--- src/rtl/div_issue_ctrl_if.sv ---
// Request/response handshake bundle between an upstream requester and div_issue_ctrl.
// The master side is the requester; the slave side is the controller.
interface div_issue_ctrl_if #(
  parameter int unsigned N     = 21,
  parameter int unsigned TAG_W = 4
);
  logic             req_valid;
  logic             req_ready;
  logic [N-1:0]     req_a;
  logic [N-1:0]     req_b;
  logic [TAG_W-1:0] req_tag;
  logic             rsp_valid;
  logic             rsp_ready;
  logic [N-1:0]     rsp_q;
  logic [N-1:0]     rsp_r;
  logic [TAG_W-1:0] rsp_tag;
  logic             rsp_dz;

  modport master (
    output req_valid, req_a, req_b, req_tag, rsp_ready,
    input  req_ready, rsp_valid, rsp_q, rsp_r, rsp_tag, rsp_dz
  );

  modport slave (
    input  req_valid, req_a, req_b, req_tag, rsp_ready,
    output req_ready, rsp_valid, rsp_q, rsp_r, rsp_tag, rsp_dz
  );
endinterface

--- src/rtl/div_issue_ctrl.sv ---
// Front-end for the multi-cycle unsigned divider: issues one tagged request at a time,
// resolves divide-by-zero locally, buffers one response and watches for a hung divider.
module div_issue_ctrl #(
  parameter int unsigned N       = 21,
  parameter int unsigned TAG_W   = 4,
  parameter int unsigned TIMEOUT = 64
) (
  input  logic              clk,
  input  logic              rst_n,
  div_issue_ctrl_if.slave   io,
  output logic              div_en,
  output logic [N-1:0]      div_a,
  output logic [N-1:0]      div_b,
  input  logic              div_done,
  input  logic [N-1:0]      div_q,
  input  logic [N-1:0]      div_r,
  output logic              busy,
  output logic              err_timeout,
  output logic [15:0]       op_cnt
);

  localparam int unsigned CW = $clog2(TIMEOUT + 1);

  localparam logic [1:0] S_IDLE  = 2'd0;
  localparam logic [1:0] S_ISSUE = 2'd1;
  localparam logic [1:0] S_WAIT  = 2'd2;

  logic [1:0]       state_q, state_d;
  logic [N-1:0]     a_q, a_d;
  logic [N-1:0]     b_q, b_d;
  logic [TAG_W-1:0] tag_q, tag_d;
  logic [CW-1:0]    wait_cnt_q, wait_cnt_d;
  logic             err_q, err_d;
  logic [15:0]      op_cnt_q, op_cnt_d;
  logic             rsp_valid_q, rsp_valid_d;
  logic [N-1:0]     rsp_q_q, rsp_q_d;
  logic [N-1:0]     rsp_r_q, rsp_r_d;
  logic [TAG_W-1:0] rsp_tag_q, rsp_tag_d;
  logic             rsp_dz_q, rsp_dz_d;

  logic req_ready_c;
  logic accept;

  // Stale div_done from the previous operation must never overlap a new issue.
  assign req_ready_c = rst_n && (state_q == S_IDLE) && !div_done
                       && (!rsp_valid_q || io.rsp_ready);
  assign accept      = io.req_valid && req_ready_c;

  always_comb begin
    state_d     = state_q;
    a_d         = a_q;
    b_d         = b_q;
    tag_d       = tag_q;
    wait_cnt_d  = wait_cnt_q;
    err_d       = err_q;
    op_cnt_d    = op_cnt_q;
    rsp_valid_d = rsp_valid_q;
    rsp_q_d     = rsp_q_q;
    rsp_r_d     = rsp_r_q;
    rsp_tag_d   = rsp_tag_q;
    rsp_dz_d    = rsp_dz_q;

    // A pop frees the slot; a fill later in this block overrides it.
    if (rsp_valid_q && io.rsp_ready) begin
      rsp_valid_d = 1'b0;
    end

    case (state_q)
      S_IDLE: begin
        if (accept) begin
          if (io.req_b != '0) begin
            a_d     = io.req_a;
            b_d     = io.req_b;
            tag_d   = io.req_tag;
            state_d = S_ISSUE;
          end else begin
            rsp_valid_d = 1'b1;
            rsp_q_d     = '1;
            rsp_r_d     = io.req_a;
            rsp_tag_d   = io.req_tag;
            rsp_dz_d    = 1'b1;
            op_cnt_d    = op_cnt_q + 16'd1;
          end
        end
      end
      S_ISSUE: begin
        wait_cnt_d = '0;
        state_d    = S_WAIT;
      end
      S_WAIT: begin
        if (div_done) begin
          rsp_valid_d = 1'b1;
          rsp_q_d     = div_q;
          rsp_r_d     = div_r;
          rsp_tag_d   = tag_q;
          rsp_dz_d    = 1'b0;
          op_cnt_d    = op_cnt_q + 16'd1;
          wait_cnt_d  = '0;
          state_d     = S_IDLE;
        end else if (wait_cnt_q != CW'(TIMEOUT)) begin
          // Counter saturates at TIMEOUT; the flag rises as it gets there.
          wait_cnt_d = wait_cnt_q + 1'b1;
          if (wait_cnt_q == CW'(TIMEOUT - 1)) begin
            err_d = 1'b1;
          end
        end
      end
      default: begin
        state_d = S_IDLE;
      end
    endcase
  end

  always_ff @(posedge clk) begin
    if (!rst_n) begin
      state_q     <= S_IDLE;
      a_q         <= '0;
      b_q         <= '0;
      tag_q       <= '0;
      wait_cnt_q  <= '0;
      err_q       <= 1'b0;
      op_cnt_q    <= '0;
      rsp_valid_q <= 1'b0;
      rsp_q_q     <= '0;
      rsp_r_q     <= '0;
      rsp_tag_q   <= '0;
      rsp_dz_q    <= 1'b0;
    end else begin
      state_q     <= state_d;
      a_q         <= a_d;
      b_q         <= b_d;
      tag_q       <= tag_d;
      wait_cnt_q  <= wait_cnt_d;
      err_q       <= err_d;
      op_cnt_q    <= op_cnt_d;
      rsp_valid_q <= rsp_valid_d;
      rsp_q_q     <= rsp_q_d;
      rsp_r_q     <= rsp_r_d;
      rsp_tag_q   <= rsp_tag_d;
      rsp_dz_q    <= rsp_dz_d;
    end
  end

  assign io.req_ready = req_ready_c;
  assign io.rsp_valid = rsp_valid_q;
  assign io.rsp_q     = rsp_q_q;
  assign io.rsp_r     = rsp_r_q;
  assign io.rsp_tag   = rsp_tag_q;
  assign io.rsp_dz    = rsp_dz_q;

  assign div_en      = (state_q == S_ISSUE);
  assign div_a       = a_q;
  assign div_b       = b_q;
  assign busy        = (state_q != S_IDLE);
  assign err_timeout = err_q;
  assign op_cnt      = op_cnt_q;

endmodule

--- src/flat_wrapper.sv ---
// flat-port wrapper written by rule: the top's interface ports become plain ports
module div_issue_ctrl_flat 
#(
  parameter int unsigned N       = 21,
  parameter int unsigned TAG_W   = 4,
  parameter int unsigned TIMEOUT = 64
)
  (clk, rst_n, div_en, div_a, div_b, div_done, div_q, div_r, busy, err_timeout, op_cnt, io_req_valid, io_req_a, io_req_b, io_req_tag, io_rsp_ready, io_req_ready, io_rsp_valid, io_rsp_q, io_rsp_r, io_rsp_tag, io_rsp_dz);
  div_issue_ctrl_if #(.N(N), .TAG_W(TAG_W)) io_i ();
  input  logic clk;
  input  logic rst_n;
  output logic div_en;
  output logic [N-1:0] div_a;
  output logic [N-1:0] div_b;
  input  logic div_done;
  input  logic [N-1:0] div_q;
  input  logic [N-1:0] div_r;
  output logic busy;
  output logic err_timeout;
  output logic [15:0] op_cnt;
  input wire logic [$bits(io_i.req_valid)-1:0] io_req_valid;
  input wire logic [$bits(io_i.req_a)-1:0] io_req_a;
  input wire logic [$bits(io_i.req_b)-1:0] io_req_b;
  input wire logic [$bits(io_i.req_tag)-1:0] io_req_tag;
  input wire logic [$bits(io_i.rsp_ready)-1:0] io_rsp_ready;
  output wire logic [$bits(io_i.req_ready)-1:0] io_req_ready;
  output wire logic [$bits(io_i.rsp_valid)-1:0] io_rsp_valid;
  output wire logic [$bits(io_i.rsp_q)-1:0] io_rsp_q;
  output wire logic [$bits(io_i.rsp_r)-1:0] io_rsp_r;
  output wire logic [$bits(io_i.rsp_tag)-1:0] io_rsp_tag;
  output wire logic [$bits(io_i.rsp_dz)-1:0] io_rsp_dz;
  assign io_i.req_valid = io_req_valid;
  assign io_i.req_a = io_req_a;
  assign io_i.req_b = io_req_b;
  assign io_i.req_tag = io_req_tag;
  assign io_i.rsp_ready = io_rsp_ready;
  assign io_req_ready = io_i.req_ready;
  assign io_rsp_valid = io_i.rsp_valid;
  assign io_rsp_q = io_i.rsp_q;
  assign io_rsp_r = io_i.rsp_r;
  assign io_rsp_tag = io_i.rsp_tag;
  assign io_rsp_dz = io_i.rsp_dz;
  div_issue_ctrl #(.N(N), .TAG_W(TAG_W), .TIMEOUT(TIMEOUT)) u_core (.clk(clk), .rst_n(rst_n), .io(io_i), .div_en(div_en), .div_a(div_a), .div_b(div_b), .div_done(div_done), .div_q(div_q), .div_r(div_r), .busy(busy), .err_timeout(err_timeout), .op_cnt(op_cnt));
endmodule
--- config.mk ---
export PLATFORM = sky130hd
export DESIGN_NAME = div_issue_ctrl_flat
export DESIGN_NICKNAME = d
export VERILOG_FILES = /design/src/rtl/div_issue_ctrl_if.sv /design/src/rtl/div_issue_ctrl.sv /design/src/flat_wrapper.sv
export SDC_FILE = /design/constraint.sdc
export NUM_CORES = 1
export LEC_CHECK = 0
export CAP_MARGIN = 5
export CORE_MARGIN = 2
export CORE_UTILIZATION = 30
export CTS_BUF_LIST = sky130_fd_sc_hd__clkbuf_8 sky130_fd_sc_hd__clkbuf_16
export DETAILED_ROUTE_END_ITERATION = 16
export PLACE_DENSITY_LB_ADDON = 0.3
export SETUP_SLACK_MARGIN = 0.4
export SLEW_MARGIN = 20
export SYNTH_ARGS = -nofsm -noshare
export SYNTH_HDL_FRONTEND = slang
export SYNTH_SLANG_ARGS = --single-unit
--- constraint.sdc ---
create_clock -name clk -period 5.5 [get_ports clk]
set_input_delay 1.65 -clock clk [delete_from_list [all_inputs] [get_ports clk]]
set_output_delay 1.65 -clock clk [all_outputs]
set_load 0.03 [all_outputs]
==> results.md <==
* Largest cells by area after synthesis: dfxtp_1 47%, mux2i_1 14%, a21oi_1 6.3%
* Total of max-cap violations at 0
* Multi-input logic area at ~2400 sq um
* Post-synthesis adder-cell area fraction at 0.0172
* Yosys top cell area share at 0.471
* Num CTS Buffers at 17
* Filler cells at approximately 1,600
* Crit path max fanout at 4
* CTS tree: built
* Min-delay src: u_core.err_timeout
* Htree depth at 4
* First-pass DRT Iterations at 4
* R2R Path Start: u_core.state_q[0]
* Detailed router's first-iteration violation count at approximately 140
* Proportion of synthesized area in mux cells at 0.143
* Ys flop type: dfxtp_1
* Area leader, netlist: dfxtp_1
* CTS sink count at 120
* Async set-reset flop share out of synthesis at 0
* Synthesized area at between 5000 and 6000 sq um
* Clock tree buffer depth at 2
* GRT Overall Usage at 0.168
* Synth Instances at 547
* Mapped Nets at between 600 and 700
* Worst-Margin Slew at 0.821 ns
* Simple-gate share of the synthesized area at 0.124
* Pwr Density at 331 nW/um^2
* Slew HR at 0.452
* Crit path from: rst_n
* Setup WS pre-CTS at around 0.6 ns
* Post-DRT Antenna Nets at 0
* YS warnings at 0
* Routability Congestion at roughly 0.76
* Largest net degree at the start of global routing at a little under 50
* Leakage at 2.71 nW
* Seq/Total Area, Yosys at 0.471
* DR WL/cell at between 15 and 20 microns
* Chip height at ~130 microns
* Crit end category: output port
* Vias in the first global route at roughly 5,000
* DIE AREA at 18,000 sq um
* Later-pin clock latency in the skew report at about 0.40 ns
* CP Class: in2out
* Inserted Diodes at 0
* Reg-to-reg endpoint: u_core.op_cnt[6]
* Layout cells sized above 1 at 0.0593
* First-pass GRT wire length at between 20 and 25 mm
* Worst Reg-to-Reg Cells at 8
* Hold Path Class: reg2reg
* Worst Path Required at a little under 4 ns
* Clock Skew at just under 0.006 ns
* FP Rows at 47
* Seq. cell area at 2400 sq um
* Period utilization at 0.888
* GR Overflow Total at 0
* Fin nets at ~830
* Top cells by count, synth: 120 x dfxtp_1, 73 x mux2i_1, 65 x nor2_1
* EDFF count, synth at 0
* XOR/XNOR share of the synthesized area at 0.00687
* Arr. time, crit path at 3.23 ns
* CTS root buf: clkbuf_16
* Post-DP HPWL at 10.6 mm
* Leading cell type by number of instances after synthesis: dfxtp_1
* RSZ-0062 raised after global routing: no
* Post-CTS resize count at 0
* Endpoints failing setup at 0
* Worst vdd ir at roughly 0.00020 V
* R2R Setup Slk at ~2.6 ns
* Main combinational cell family by area after synthesis: compound AO/OA/AOI/OAI gates
* I/O pin total at between 200 and 250
* Outcome: finished, final reports clean
* Final Hold Fails at 0
* Syn avg cell area at roughly 9.3 sq um
* Via count at between 4,000 and 5,000
* Initial antenna violation count at 0
* CTS Hold Buffers Added at 0
* CORE AREA at 16,600 sq um
* Die W at ~130 microns
* Initial Utilization at 0.307
* Post-route DRC at 0
* Worst setup path endpoint: io_req_ready
* Worst setup margin at approximately 0.6 ns
* DR vias/cell at 4.96
* Crit start category: primary input
* Post-synthesis cell type count at 39
* Tmin final at approximately 5 ns
* Highest clock rate at 0.205 GHz
* DRT Wirelength at 15.0 mm
* Setup bufs post-CTS at 0
* Port Buf Inserts at slightly above 200
* Fin Setup TNS at 0 ns
* Seq cells post-synth at 120
* Clock transition at path regs at approximately 0.050 ns
* Area grow syn2layout at 55.1%
* Complex-gate fraction of the synthesized area at 0.176
* Max-slew violations at 0
-- report_power, final --
group          internal, mW  switching [mW]
clock                 0.691           0.379
sequential            0.906          0.0206
combinational         0.237           0.382
total                  1.83           0.782
-- worst min path at each step --
stage,to,slack [ns],depth (start not counted)
final,u_core.err_timeout,0.47,2
after global routing,u_core.div_a[2],0.52,2
after CTS,u_core.err_timeout,0.49,2
after detailed placement,u_core.err_timeout,0.47,2
after global placement,u_core.err_timeout,0.46,2
after floorplan,u_core.tag_q[0],0.46,2
-- placed cells by master (no fill, tap or decap), drive strengths merged, types with 3 or more instances in the layout --
| master | netlist | routed |
|---|---|---|
| clkdlybuf4s50 | 0 | 202 |
| dfxtp | 120 | 120 |
| mux2i | 73 | 73 |
| nor2 | 65 | 65 |
| a21oi | 64 | 64 |
| inv | 29 | 31 |
| a211oi | 26 | 26 |
| a311oi | 21 | 21 |
| clkbuf | 27 | 20 |
| nand2 | 11 | 11 |
| or4 | 11 | 11 |
| o31ai | 10 | 10 |
| nand4 | 9 | 9 |
| buf | 19 | 9 |
| and3 | 8 | 8 |
| ha | 7 | 7 |
| nand3 | 6 | 6 |
| o21ai | 6 | 6 |
| xor2 | 4 | 4 |
| clkinv | 1 | 4 |
| nor4 | 4 | 4 |
| nand2b | 3 | 3 |
| and4 | 3 | 3 |
| or3 | 3 | 3 |
| clkinvlp | 0 | 3 |
-- cell families after synthesis --
| kind of cell | Yosys count |
|---|---|
| AO/OA/AOI/OAI | 138 |
| XOR/XNOR | 4 |
| adder cells (fa/ha/maj) | 7 |
| buffers and inverters | 76 |
| flip-flops | 120 |
| multiplexers | 73 |
| AND/OR/NAND/NOR | 129 |
-- routing by layer --
metal | vias to the layer above | routed length [microns] | GRT usage
li1 | 2354 | - | -
met1 | 2257 | 6250 | 0.191
met2 | 136 | 7600 | 0.297
met3 | 21 | 827 | 0.0435
met4 | 0 | 306 | 0.0749
met5 | - | 0 | 0
-- critical path: stages --
cell and delay (ns):
clkdlybuf4s50_1 0.48, nor2b_1 0.25, and3_1 0.18, clkdlybuf4s50_1 0.67
-- registers in the layout, summed over array words and instances (netlist names) --
register,cells
u_core.div_b,21
u_core.io.rsp_q,21
u_core.io.rsp_r,21
u_core.wait_cnt_q,7
u_core.tag_q,4
u_core.io.rsp_tag,4
u_core.state_q,2
u_core.err_timeout,1
u_core.op_cnt,16
u_core.io.rsp_dz,1
u_core.io.rsp_valid,1
u_core.div_a,21
-- metrics by stage --
step	area [sq um]	utilization	std cells	hold slack, ns	power [mW]
4_1_cts	7900	0.476	962	0.486	2.65
2_1_floorplan	5100	-	547	0.460	1.32
3_3_place_gp	7320	0.442	932	0.459	1.55
3_5_place_dp	7320	0.442	932	0.474	1.56
6_report	7910	0.477	962	0.474	2.62
5_1_grt	7910	0.477	962	0.521	2.74
-- cell type report --
type	instances	area share
well taps	220	0.0348
clock buffers	20	0.0590
repair buffers	211	0.266
multi-input cells	351	0.309
flip-flops and latches	120	0.304
clock inverters	10	0.0133
inverters	30	0.0144
Note: power is estimated with default switching activity, not from simulation.
